$ cat config.mk
export PLATFORM = sky130hd
export DESIGN_NAME = ps2_host_tx
export DESIGN_NICKNAME = d
export VERILOG_FILES = /design/src/rtl/ps2_host_tx.sv
export SDC_FILE = /design/constraint.sdc
export NUM_CORES = 1
export LEC_CHECK = 0
export BUFFER_PORTS_ARGS = -buffer_cell sky130_fd_sc_hd__clkbuf_2
export CORE_ASPECT_RATIO = 1.5
export CORE_MARGIN = 10
export CORE_UTILIZATION = 64
export CTS_CLUSTER_DIAMETER = 150
export CTS_CLUSTER_SIZE = 28
export DETAILED_ROUTE_END_ITERATION = 6
export GPL_TIMING_DRIVEN = 0
export PLACE_DENSITY = 0.83
export RECOVER_POWER = 50
export SETUP_SLACK_MARGIN = 0.2
export SLEW_MARGIN = 0
export SYNTH_ARGS = -nofsm -noshare
export SYNTH_HDL_FRONTEND = slang
export SYNTH_SLANG_ARGS = --single-unit
$ cat constraint.sdc
create_clock -name clk -period 4.45 [get_ports clk]
set_input_delay 0.445 -clock clk [delete_from_list [all_inputs] [get_ports clk]]
set_output_delay 0.445 -clock clk [all_outputs]
set_load 0.005 [all_outputs]
$ cat src/rtl/ps2_host_tx.sv
// PS/2 host-to-device transmitter. It inhibits the bus and issues a start bit.
// It then shifts one byte plus odd parity on device clock falls and checks the device ACK.
module ps2_host_tx #(
    parameter int unsigned INHIBIT_CYCLES = 10000,
    parameter int unsigned TIMEOUT_CYCLES = 2000000
) (
    input  logic       clk,
    input  logic       rst,
    input  logic       k_clk,
    input  logic       k_data,
    output logic       k_clk_oe,
    output logic       k_data_oe,
    input  logic [7:0] tx_data,
    input  logic       tx_start,
    output logic       busy,
    output logic       done,
    output logic       error
);
    localparam int unsigned INH_W = $clog2(INHIBIT_CYCLES + 1);
    localparam int unsigned TO_W  = $clog2(TIMEOUT_CYCLES + 1);
    localparam logic [INH_W-1:0] INH_LAST = INH_W'(INHIBIT_CYCLES - 1);
    localparam logic [TO_W-1:0]  TO_LAST  = TO_W'(TIMEOUT_CYCLES - 1);

    typedef enum logic [2:0] {
        ST_IDLE    = 3'd0,
        ST_INHIBIT = 3'd1,
        ST_REQ     = 3'd2,
        ST_BITS    = 3'd3,
        ST_ACK     = 3'd4,
        ST_RELEASE = 3'd5
    } state_t;

    function automatic logic odd_parity(input logic [7:0] d);
        return ~^d;
    endfunction

    state_t           state_q, state_d;
    logic [8:0]       shift_q, shift_d;
    logic [3:0]       bit_cnt_q, bit_cnt_d;
    logic [INH_W-1:0] inh_cnt_q, inh_cnt_d;
    logic [TO_W-1:0]  to_cnt_q, to_cnt_d;
    logic             clk_meta_q, clk_meta_d, clk_sync_q, clk_sync_d, clk_prev_q, clk_prev_d;
    logic             data_meta_q, data_meta_d, data_sync_q, data_sync_d;
    logic             k_clk_oe_q, k_clk_oe_d, k_data_oe_q, k_data_oe_d;
    logic             busy_q, busy_d, done_q, done_d, error_q, error_d;
    logic             fall_evt;
    logic             timeout_hit;

    assign fall_evt    = clk_prev_q & ~clk_sync_q;
    assign timeout_hit = ((state_q == ST_REQ) || (state_q == ST_BITS) ||
                          (state_q == ST_ACK) || (state_q == ST_RELEASE)) &&
                         (to_cnt_q == TO_LAST);

    // Next-state, datapath and registered-output computation
    always_comb begin
        clk_meta_d  = k_clk;
        clk_sync_d  = clk_meta_q;
        clk_prev_d  = clk_sync_q;
        data_meta_d = k_data;
        data_sync_d = data_meta_q;
        state_d     = state_q;
        shift_d     = shift_q;
        bit_cnt_d   = bit_cnt_q;
        inh_cnt_d   = inh_cnt_q;
        to_cnt_d    = to_cnt_q;
        k_clk_oe_d  = k_clk_oe_q;
        k_data_oe_d = k_data_oe_q;
        done_d      = 1'b0;
        error_d     = 1'b0;

        if (timeout_hit) begin
            state_d     = ST_IDLE;
            k_clk_oe_d  = 1'b0;
            k_data_oe_d = 1'b0;
            error_d     = 1'b1;
        end else begin
            case (state_q)
                ST_IDLE: begin
                    k_clk_oe_d  = 1'b0;
                    k_data_oe_d = 1'b0;
                    bit_cnt_d   = 4'd0;
                    inh_cnt_d   = '0;
                    to_cnt_d    = '0;
                    if (tx_start) begin
                        shift_d    = {odd_parity(tx_data), tx_data};
                        k_clk_oe_d = 1'b1;
                        state_d    = ST_INHIBIT;
                    end else begin
                        state_d = ST_IDLE;
                    end
                end
                // Falls seen here are our own k_clk pull-down and are ignored.
                ST_INHIBIT: begin
                    if (inh_cnt_q == INH_LAST) begin
                        k_clk_oe_d  = 1'b0;
                        k_data_oe_d = 1'b1;
                        bit_cnt_d   = 4'd0;
                        to_cnt_d    = '0;
                        state_d     = ST_REQ;
                    end else begin
                        inh_cnt_d = inh_cnt_q + 1'b1;
                    end
                end
                ST_REQ, ST_BITS: begin
                    to_cnt_d = to_cnt_q + 1'b1;
                    if (fall_evt) begin
                        to_cnt_d = '0;
                        if (bit_cnt_q < 4'd9) begin
                            k_data_oe_d = ~shift_q[bit_cnt_q];
                            bit_cnt_d   = bit_cnt_q + 4'd1;
                            state_d     = ST_BITS;
                        end else begin
                            k_data_oe_d = 1'b0;
                            state_d     = ST_ACK;
                        end
                    end else begin
                        state_d = state_q;
                    end
                end
                ST_ACK: begin
                    to_cnt_d = to_cnt_q + 1'b1;
                    if (fall_evt) begin
                        to_cnt_d = '0;
                        if (!data_sync_q) begin
                            state_d = ST_RELEASE;
                        end else begin
                            error_d = 1'b1;
                            state_d = ST_IDLE;
                        end
                    end else begin
                        state_d = ST_ACK;
                    end
                end
                ST_RELEASE: begin
                    to_cnt_d = to_cnt_q + 1'b1;
                    if (clk_sync_q && data_sync_q) begin
                        done_d  = 1'b1;
                        state_d = ST_IDLE;
                    end else begin
                        state_d = ST_RELEASE;
                    end
                end
                default: begin
                    k_clk_oe_d  = 1'b0;
                    k_data_oe_d = 1'b0;
                    state_d     = ST_IDLE;
                end
            endcase
        end

        busy_d = (state_d != ST_IDLE);
    end

    // State, counters, synchronisers and output registers
    always_ff @(posedge clk) begin
        if (rst) begin
            state_q     <= ST_IDLE;
            shift_q     <= 9'd0;
            bit_cnt_q   <= 4'd0;
            inh_cnt_q   <= '0;
            to_cnt_q    <= '0;
            clk_meta_q  <= 1'b1;
            clk_sync_q  <= 1'b1;
            clk_prev_q  <= 1'b1;
            data_meta_q <= 1'b1;
            data_sync_q <= 1'b1;
            k_clk_oe_q  <= 1'b0;
            k_data_oe_q <= 1'b0;
            busy_q      <= 1'b0;
            done_q      <= 1'b0;
            error_q     <= 1'b0;
        end else begin
            state_q     <= state_d;
            shift_q     <= shift_d;
            bit_cnt_q   <= bit_cnt_d;
            inh_cnt_q   <= inh_cnt_d;
            to_cnt_q    <= to_cnt_d;
            clk_meta_q  <= clk_meta_d;
            clk_sync_q  <= clk_sync_d;
            clk_prev_q  <= clk_prev_d;
            data_meta_q <= data_meta_d;
            data_sync_q <= data_sync_d;
            k_clk_oe_q  <= k_clk_oe_d;
            k_data_oe_q <= k_data_oe_d;
            busy_q      <= busy_d;
            done_q      <= done_d;
            error_q     <= error_d;
        end
    end

    assign k_clk_oe  = k_clk_oe_q;
    assign k_data_oe = k_data_oe_q;
    assign busy      = busy_q;
    assign done      = done_q;
    assign error     = error_q;
endmodule

==> flow_metrics.env, run 1 <==
export IMPL_crit_fanout=10
export IMPL_ys_seq_area_share_pct=41.3
export IMPL_numPortBuffers=17
export IMPL_fp_dieH_um=103
export IMPL_period_share_pct=73.1
export IMPL_route_antenna_remaining_nets=0
export IMPL_cap_violations=0
export IMPL_netlist_top_cells_area="dfxtp_1, nand2_1, nor2_1, a21oi_1, xor2_1"
export IMPL_drtPass1Iterations=7
export IMPL_grt_use_total_pct=19.0
export IMPL_power_total_mw=1.29
export IMPL_hpwlAfterDp_mm=4.73
export IMPL_cp_data_arrival_time_ns=3.54
export IMPL_final_max_slew_violation_count=0
export IMPL_p_leak_nw=1.17
export IMPL_drt_initial_drc_count=262
export IMPL_num_rows=30
export IMPL_place_inst=421
export IMPL_max_slew_worst_pin_slew_ns=0.995
export IMPL_synthToLayoutAreaGrowth_pct=13.0
export IMPL_clock_latency_ns=0.35
export IMPL_io_pins=18
export IMPL_wirelength_mm=6.92
export IMPL_post_cts_buffers=0
export IMPL_power_density_nw_per_um2=384
export IMPL_required_ns=4.73
export IMPL_synth_area_per_cell_um2=8.34
export IMPL_layout_cells_non_filler=437
export IMPL_yosysWarnings=0
export IMPL_cts_hold_buf=0
export IMPL_setup_viol=0
export IMPL_synth_top_area_cell="dfxtp_1"
export IMPL_fin_skew_ns=0.00613
export IMPL_rsz0062_at_grt="false"
export IMPL_clk_pin_slew_ns=0.07
export IMPL_worst_setup_path_start_kind="flop"
export IMPL_drc_errors=0
export IMPL_grt_max_degree=11
export IMPL_final_util_pct=74.3
export IMPL_numCtsBuffers=9
export IMPL_grt_pass1_wl_mm=11.5
export IMPL_htreeDepth=3
export IMPL_relSlewSlack_pct=33.5
export IMPL_final_hold_viol_count=0
export IMPL_drive_above_1_share_pct=11.6
export IMPL_start_util_pct=65.7
export IMPL_antenna_cells=0
export IMPL_cp_end_kind="flop"
export IMPL_viasPerCell=6.12
export IMPL_cts_resized=0
export IMPL_cts_sinks=61
export IMPL_synth_cell_types=44
export IMPL_netlist_instances=355
export IMPL_nFillCells=345
export IMPL_criticalPathCategory="flop to flop"
export IMPL_netlist_area_leader_share_pct=41.3
export IMPL_die_w_um=75.5
export IMPL_first_global_vias=2582
export IMPL_outcome="finished clean"
export IMPL_max_clock_freq_mhz=307
export IMPL_antenna_found_initial=0
export IMPL_worst_ir_drop_vdd_uv=322
export IMPL_ys_seq_elements=61
export IMPL_cts_tree="done"
export IMPL_dieArea_um2=7800
export IMPL_clockBufferDepth=2
export IMPL_root_buffer="clkbuf_8"
export IMPL_setup_tns_ns=0
export IMPL_syn_num_nets=372
export IMPL_synthArstFlopShare_pct=0
export IMPL_core_um2=4500
export IMPL_grt_overflow=0
export IMPL_synth_edf_count=0
export IMPL_nets=401
export IMPL_gp_congestion=0.867
export IMPL_wl_per_cell_um=15.8
export IMPL_period_minus_slack_ns=3.25
export IMPL_via_count=2676
export IMPL_ys_flop_type="dfxtp_1"
export IMPL_hp_class="input port to flop"
export IMPL_synth_area_um2=2960
[Yosys cell counts, drive strengths merged (3+ instances only)]
cell and count:
or3 3, nand4 10, nand3 20, inv 7
nor2b 6, or4 7, clkbuf 12, xor2 14
and3 6, nor4 4, o21ai 11, o31ai 4
or2 10, nor2 40, xnor2 13, o211a 3
nor3 8, a31oi 4, nand2 44, a311oi 5
a21oi 28, ha 4, buf 5, dfxtp 61
and2 5, a21o 4
[sequential cells by signal (all words and copies together), names as in the netlist]
name,cells
to_cnt_q,21
busy,1
bit_cnt_q,4
k_clk_oe,1
clk_prev_d,1
error,1
clk_prev_q,1
data_meta_q,1
done,1
clk_meta_q,1
inh_cnt_q,14
shift_q,9
k_data_oe,1
state_q,3
data_sync_q,1
[placed cells by master, fill, tap and decap left out, types with 2 or more instances in the layout]
cell type | Yosys | final
and2_1 | 5 | 4
ha_1 | 4 | 4
xnor2_1 | 13 | 13
nand2b_1 | 2 | 2
clkbuf_2 | 0 | 11
buf_2 | 3 | 2
o211a_1 | 3 | 3
o21ai_0 | 11 | 11
or3_1 | 3 | 3
a31oi_1 | 4 | 4
nor4_1 | 3 | 4
a311oi_1 | 5 | 5
or4_1 | 5 | 5
or2_2 | 10 | 10
mux4_2 | 2 | 2
o31ai_1 | 4 | 4
bufinv_16 | 0 | 3
a21oi_1 | 27 | 27
nand4_1 | 10 | 10
a21o_1 | 4 | 4
clkbuf_1 | 12 | 21
nand2_1 | 44 | 44
dfxtp_1 | 61 | 61
a22oi_1 | 2 | 2
inv_1 | 7 | 7
and3_1 | 6 | 6
xor2_1 | 14 | 14
nor2b_1 | 6 | 6
clkbuf_8 | 0 | 12
a221oi_1 | 2 | 2
nor2_1 | 40 | 40
nor3_1 | 8 | 8
nand3_1 | 19 | 19
[critical path, stage by stage, from the launching register on]
cell and delay [ns]:
dfxtp_1 0.34, or4_2 0.67, nor4_1 0.70, or2_2 0.28, clkbuf_1 0.40, nand3_1 0.25
or3_1 0.40, a21oi_1 0.14
[worst paths after layout]
kind / start / end / slack (ns) / cells after the start
worst min register to register: data_meta_q$_SDFF_PP1_ / data_sync_q$_SDFF_PP1_ / 0.41 / 1
worst max-delay path: inh_cnt_q[4]$_SDFFE_PP0P_ / bit_cnt_q[3]$_SDFFE_PP0P_ / 1.20 / 7
worst min-delay path: k_data / data_meta_q$_SDFF_PP1_ / 0.29 / 2
worst max register to register: inh_cnt_q[4]$_SDFFE_PP0P_ / bit_cnt_q[3]$_SDFFE_PP0P_ / 1.20 / 7
[cell families after synthesis]
logic type / share of synthesized area, %
adders and majority gates: 1.69
muxes: 1.52
xor gates and xnor gates: 7.99
DFF: 41.3
AOI/OAI and AO/OA: 14.9
and+or+nand+nor: 29.0
buffers and inverters: 3.55
[metrics by stage]
stage | hold WS [ns] | cell area [um2] | worst slack, ns
2_1_floorplan | 0.389 | 2960 | 2.15
3_3_place_gp | 0.395 | 3100 | 1.77
3_5_place_dp | 0.398 | 3120 | 1.98
4_1_cts | 0.287 | 3380 | 1.88
5_1_grt | 0.287 | 3340 | 0.949
6_report | 0.292 | 3340 | 1.20
[where the power goes]
| part | switching [mW] | internal (mW) | total [mW] |
|---|---|---|---|
| Sequential | 0.00822 | 0.559 | 0.567 |
| Combinational | 0.0503 | 0.0344 | 0.0848 |
| Clock | 0.216 | 0.418 | 0.634 |
[layer usage]
metal	track usage, %	vias up	part of all wire, %
met5	0	-	0
met4	10.6	0	3.8
met3	5.83	24	4.9
met2	32.4	82	51
met1	20.0	1254	40
li1	-	1316	-
[layout make-up]
type / instances / area (um2) / area share, %
clock buffers: 13 / 169 / 5.05
flip-flops and latches: 61 / 1220 / 36.5
multi-input cells: 270 / 1620 / 48.3
well taps: 48 / 60.1 / 1.80
inverters: 7 / 26.3 / 0.786
repair buffers: 18 / 87.6 / 2.62
clock inverters: 3 / 90.1 / 2.69
plain buffers: 17 / 73.8 / 2.21
No activity file was read; power rests on OpenSTA's default activity.
==> run 2: changes to the inputs <==
--- a/config.mk
+++ b/config.mk
@@ -8,12 +8,12 @@
 export BUFFER_PORTS_ARGS = -buffer_cell sky130_fd_sc_hd__clkbuf_2
 export CORE_ASPECT_RATIO = 1.5
 export CORE_MARGIN = 10
-export CORE_UTILIZATION = 64
+export CORE_UTILIZATION = 60
 export CTS_CLUSTER_DIAMETER = 150
 export CTS_CLUSTER_SIZE = 28
 export DETAILED_ROUTE_END_ITERATION = 6
 export GPL_TIMING_DRIVEN = 0
-export PLACE_DENSITY = 0.83
+export PLACE_DENSITY = 0.79
 export RECOVER_POWER = 50
 export SETUP_SLACK_MARGIN = 0.2
 export SLEW_MARGIN = 0
==> constraint.sdc (replaced) <==
create_clock -name clk -period 3.1 [get_ports clk]
set_input_delay 0.31 -clock clk [delete_from_list [all_inputs] [get_ports clk]]
set_output_delay 0.31 -clock clk [all_outputs]
set_load 0.005 [all_outputs]
==> run 2 against run 1 <==
- sequential cell count is the same
- clock power up 25%
- cell count grew 4.1%
- routed wire length is 3.6% lower
- highest routed layer unchanged
==> flow_metrics.env, run 2 (synthesis gave the netlist of run 1 again) <==
export IMPL_fin_skew_ns=0.00674
export IMPL_hp_class="input port to flop"
export IMPL_multi_input_area_um2=1630
export IMPL_reg2reg_slack_ns=0.49
export IMPL_clk_pin_slew_ns=0.07
export IMPL_regMostFlops="to_cnt_q"
export IMPL_htreeDepth=3
export IMPL_gp_congestion=0.905
export IMPL_layout_common_cells="dfxtp_1, nand2_1, nor2_1, a21oi_1"
export IMPL_largestRegisters="to_cnt_q: 21 flops, inh_cnt_q: 14 flops, shift_q: 9 flops"
export IMPL_drtPass1Iterations=5
export IMPL_io_pins=18
export IMPL_wl_per_cell_um=14.7
export IMPL_rsz0062_at_grt="false"
export IMPL_grt_max_degree=11
export IMPL_final_common_cell="dfxtp_1"
export IMPL_viasPerCell=5.80
export IMPL_placed_cell_area_um2=3130
export IMPL_max_clock_freq_mhz=383
export IMPL_cp_startpoint="to_cnt_q[0]$_SDFFE_PP0P_"
export IMPL_max_slew_worst_pin_slew_ns=0.954
export IMPL_hpwlAfterDp_mm=4.76
export IMPL_dieArea_um2=8200
export IMPL_drt_initial_drc_count=217
export IMPL_period_minus_slack_ns=2.61
export IMPL_grt_overflow=0
export IMPL_clock_latency_ns=0.34
export IMPL_period_share_pct=84.2
export IMPL_numPortBuffers=17
export IMPL_synthToLayoutAreaGrowth_pct=13.1
export IMPL_post_cts_buffers=0
export IMPL_grt_pass1_wl_mm=11.5
export IMPL_relSlewSlack_pct=36.2
export IMPL_largest_reg_flops=21
export IMPL_drc_errors=0
export IMPL_cap_violations=0
export IMPL_fin_area_um2=3350
export IMPL_cts_hold_buf=0
export IMPL_holdWs_ns=0.152
export IMPL_crit_fanout=10
export IMPL_final_hold_viol_count=0
export IMPL_setup_viol=0
export IMPL_root_buffer="clkbuf_8"
export IMPL_antenna_cells=0
export IMPL_required_ns=3.34
export IMPL_cts_resized=0
export IMPL_final_max_slew_violation_count=0
export IMPL_grt_use_total_pct=16.8
export IMPL_worst_setup_path_start_kind="flop"
export IMPL_nets=401
export IMPL_numCtsBuffers=9
export IMPL_power_total_mw=1.73
export IMPL_cts_sinks=61
export IMPL_cp_end_kind="flop"
export IMPL_setup_tns_ns=0
export IMPL_hold_path_startpoint="k_data"
export IMPL_route_antenna_remaining_nets=0
export IMPL_drive_above_1_share_pct=12.1
export IMPL_area_sequential_um2=1220
export IMPL_reg2reg_from="to_cnt_q[0]$_SDFFE_PP0P_"
export IMPL_cp_data_arrival_time_ns=2.85
export IMPL_start_util_pct=61.5
export IMPL_worstReg2RegEnd="to_cnt_q[15]$_SDFFE_PP0P_"
export IMPL_cts_tree="done"
export IMPL_die_w_um=77.3
export IMPL_via_count=2640
export IMPL_worstHoldPathCells=2
export IMPL_antenna_found_initial=0
export IMPL_power_density_nw_per_um2=516
export IMPL_wirelength_mm=6.67
export IMPL_reg2regPathDepth=8
export IMPL_worst_ir_drop_vdd_uv=328
export IMPL_nFillCells=427
export IMPL_criticalPathCategory="flop to flop"
export IMPL_core_um2=4810
export IMPL_p_leak_nw=1.16
export IMPL_holdPathEnd="data_meta_q$_SDFF_PP1_"
export IMPL_first_global_vias=2592
export IMPL_num_rows=31
export IMPL_fp_dieH_um=106
export IMPL_clockBufferDepth=2
export IMPL_outcome="finished clean"
run 2: how the worst max path moves through the flow:
stage	slack, ns	cells past startpoint	to
4_1_cts	0.57	7	inh_cnt_q[6]$_SDFFE_PP0P_
3_5_place_dp	0.61	7	inh_cnt_q[6]$_SDFFE_PP0P_
5_1_grt	0.34	8	to_cnt_q[15]$_SDFFE_PP0P_
6_report	0.49	8	to_cnt_q[15]$_SDFFE_PP0P_
2_1_floorplan	0.80	7	to_cnt_q[9]$_SDFFE_PP0P_
3_3_place_gp	0.46	7	inh_cnt_q[5]$_SDFFE_PP0P_
run 2: layer usage:
layer  share of wire, %  global-route usage [%]  vias to the layer above
met1                 41                    18.0                     1225
met5                  0                       0                        -
met3                5.0                    4.38                       18
met4                2.2                    8.64                        0
met2                 52                    29.4                       78
li1                   -                       -                     1319
run 2: power breakdown:
| group | internal [mW] | total (mW) | switching (mW) |
|---|---|---|---|
| clock | 0.494 | 0.792 | 0.298 |
| sequential | 0.802 | 0.813 | 0.0114 |
| combinational | 0.0507 | 0.120 | 0.0697 |
run 2: per-stage QoR:
stage          instances  utilization (%)  setup slack (ns)
6_report             455             69.6             0.489
3_3_place_gp         438             65.0             0.462
4_1_cts              455             69.8             0.566
3_5_place_dp         439             65.1             0.612
2_1_floorplan        355                -             0.797
5_1_grt              455             69.6             0.340
run 2: area by class of cell:
type                    count  area share (%)
plain buffers              17            2.32
repair buffers             18            2.47
inverters                   7           0.785
clock inverters             4            2.09
well taps                  66            2.47
flip-flops and latches     61            36.5
multi-input cells         270            48.7
clock buffers              12            4.64
run 2: critical path, cell delays in order (launching register included):
cell      delay, ns
dfxtp_1        0.37
ha_1           0.20
and3_1         0.28
nand4_1        0.16
or4_1          0.52
clkbuf_1       0.28
and3_1         0.24
buf_2          0.18
a311oi_1       0.29
==> run 3: changes to the inputs <==
--- a/config.mk
+++ b/config.mk
@@ -8,12 +8,12 @@
 export BUFFER_PORTS_ARGS = -buffer_cell sky130_fd_sc_hd__clkbuf_2
 export CORE_ASPECT_RATIO = 1.5
 export CORE_MARGIN = 10
-export CORE_UTILIZATION = 60
+export CORE_UTILIZATION = 54
 export CTS_CLUSTER_DIAMETER = 150
 export CTS_CLUSTER_SIZE = 28
 export DETAILED_ROUTE_END_ITERATION = 6
 export GPL_TIMING_DRIVEN = 0
-export PLACE_DENSITY = 0.79
+export PLACE_DENSITY = 0.75
 export RECOVER_POWER = 50
 export SETUP_SLACK_MARGIN = 0.2
 export SLEW_MARGIN = 0
==> constraint.sdc (replaced) <==
create_clock -name clk -period 2.2 [get_ports clk]
set_input_delay 0.22 -clock clk [delete_from_list [all_inputs] [get_ports clk]]
set_output_delay 0.22 -clock clk [all_outputs]
set_load 0.005 [all_outputs]
==> run 3 against run 2 <==
- sequential cell count unchanged
- worst setup slack got worse by 0.55 ns
- power is 32% higher
- design area is 13% higher
- worst hold slack got worse by 0.088 ns
- routed wire length grew 13%
- the flow now finishes with violations (setup timing)
==> flow_metrics.env, run 3 (synthesis gave the netlist of run 1 again) <==
export IMPL_outcome="complete, but fails checks"
export IMPL_violations="setup timing"
export IMPL_cap_violations=0
export IMPL_grt_max_degree=11
export IMPL_final_common_cell="dfxtp_1"
export IMPL_clock_latency_ns=0.34
export IMPL_core_um2=5410
export IMPL_period_share_pct=103
export IMPL_largestRegisters="to_cnt_q: 21 flops, inh_cnt_q: 14 flops, shift_q: 9 flops"
export IMPL_regMostFlops="to_cnt_q"
export IMPL_crit_family="simple AND/OR/NAND/NOR gates"
export IMPL_largest_reg_flops=21
export IMPL_max_slew_worst_pin_slew_ns=0.703
export IMPL_worstReg2RegEnd="to_cnt_q[7]$_SDFFE_PP0P_"
export IMPL_route_antenna_remaining_nets=0
export IMPL_wirelength_mm=7.56
export IMPL_htreeDepth=3
export IMPL_clk_pin_slew_ns=0.07
export IMPL_path_cells="or4bb_4 > nor4_4 > or2_4 > nand3_4 > buf_6 > or4_4 > a21oi_2"
export IMPL_reg2regPathDepth=7
export IMPL_nFillCells=435
export IMPL_cp_startpoint="inh_cnt_q[13]$_SDFFE_PP0P_"
export IMPL_criticalPathCategory="flop to flop"
export IMPL_hp_class="input port to flop"
export IMPL_synthToLayoutAreaGrowth_pct=28.2
export IMPL_holdWs_ns=0.0647
export IMPL_critPathBufInv=1
export IMPL_cp_data_arrival_time_ns=2.53
export IMPL_power_density_nw_per_um2=599
export IMPL_final_hold_viol_count=0
export IMPL_antenna_cells=0
export IMPL_nets=422
export IMPL_critical_path_depth=7
export IMPL_place_inst=443
export IMPL_drc_errors=0
export IMPL_period_minus_slack_ns=2.26
export IMPL_cts_tree="done"
export IMPL_reg2reg_from="inh_cnt_q[13]$_SDFFE_PP0P_"
export IMPL_setup_viol=15
export IMPL_viasPerCell=5.81
export IMPL_cpPeakStageDelay_ns=0.54
export IMPL_final_max_slew_violation_count=0
export IMPL_cp_slowest_cell="or4bb_4"
export IMPL_layout_cells_non_filler=480
export IMPL_gp_congestion=0.926
export IMPL_relSlewSlack_pct=53.2
export IMPL_reg2reg_slack_ns=-0.06
export IMPL_start_util_pct=54.7
export IMPL_drt_initial_drc_count=228
export IMPL_cts_sinks=61
export IMPL_layout_common_cells="dfxtp_1, nand2_1, nor2_1, a21oi_1"
export IMPL_critPathCapture="to_cnt_q[7]$_SDFFE_PP0P_"
export IMPL_worst_setup_path_start_kind="flop"
export IMPL_drtPass1Iterations=4
export IMPL_crit_fanout=5
export IMPL_grt_pass1_wl_mm=12.4
export IMPL_max_clock_freq_mhz=442
export IMPL_required_ns=2.47
export IMPL_grt_overflow=0
export IMPL_drive_above_1_share_pct=29.8
export IMPL_worst_slack_ns=-0.0617
export IMPL_io_pins=18
export IMPL_num_rows=33
export IMPL_power_total_mw=2.27
export IMPL_worst_ir_drop_vdd_uv=520
export IMPL_first_global_vias=2744
export IMPL_rsz0062_at_grt="true"
export IMPL_antenna_found_initial=0
export IMPL_dieArea_um2=8900
export IMPL_numPortBuffers=17
export IMPL_clockBufferDepth=2
export IMPL_hpwlAfterDp_mm=5.03
export IMPL_numCtsBuffers=9
export IMPL_die_w_um=80.4
export IMPL_p_leak_nw=1.33
export IMPL_cp_end_kind="flop"
export IMPL_fin_skew_ns=0.0119
export IMPL_grt_use_total_pct=16.9
export IMPL_root_buffer="clkbuf_8"
export IMPL_fp_dieH_um=111
export IMPL_via_count=2791
export IMPL_wl_per_cell_um=15.8
run 3: changes by cell type in the layout (fill, tap and decap cells not counted), moves of 7 or more:
cell / before / now
dfxtp_1: 61 / 49
clkbuf_1: 19 / 12
buf_4: 1 / 16
dfxtp_2: 0 / 11
buf_6: 1 / 8
run 3: cell type report:
cell class | instances | area (um2) | area share (%)
well taps | 70 | 87.6 | 2.31
clock inverters | 4 | 22.5 | 0.594
multi-input cells | 270 | 1850 | 48.8
flip-flops and latches | 61 | 1240 | 32.7
repair buffers | 39 | 284 | 7.49
clock buffers | 12 | 155 | 4.09
plain buffers | 17 | 128 | 3.37
inverters | 7 | 26.3 | 0.693
run 3: worst min path at each step:
stage	slack [ns]	endpoint	startpoint	cells past startpoint
global placement	0.39	clk_prev_d$_SDFF_PP1_	clk_meta_q$_SDFF_PP1_	1
finish	0.06	data_meta_q$_SDFF_PP1_	k_data	2
CTS	0.06	data_meta_q$_SDFF_PP1_	k_data	2
floorplan	0.32	clk_meta_q$_SDFF_PP1_	k_clk	1
detailed placement	0.39	data_sync_q$_SDFF_PP1_	data_meta_q$_SDFF_PP1_	1
global route	0.06	data_meta_q$_SDFF_PP1_	k_data	2
run 3: power breakdown:
group,internal [mW],switching (mW)
sequential,1.13,0.0164
clock,0.464,0.431
combinational,0.109,0.121
run 3: metrics by stage:
step / instance area, um2 / utilization (%) / setup TNS, ns / worst slack [ns]
2_1_floorplan: 3030 / - / -0.0189 / -0.0189
3_3_place_gp: 3200 / 59.1 / -4.08 / -0.476
3_5_place_dp: 3210 / 59.3 / -2.50 / -0.257
4_1_cts: 3650 / 67.5 / -0.0836 / -0.0632
5_1_grt: 3790 / 70.1 / -2.93 / -0.171
6_report: 3790 / 70.1 / -0.566 / -0.0617
run 3: timing repair:
action | CTS | global route
gates cloned | 1 | 0
gates resized for setup | 33 | 38
setup buffers | 15 | 5
pin swaps | 16 | 19
hold buffers | 0 | 0
endpoints found under the setup margin | 35 | 55
run 3: layer usage:
metal	part of all wire, %	up-vias	routed length (um)	GRT usage (%)
met5	0	-	0	0
met4	3.8	0	286	10.0
met3	4.8	24	362	3.81
met2	51	74	3850	28.5
met1	40	1334	3060	18.4
li1	-	1359	-	-
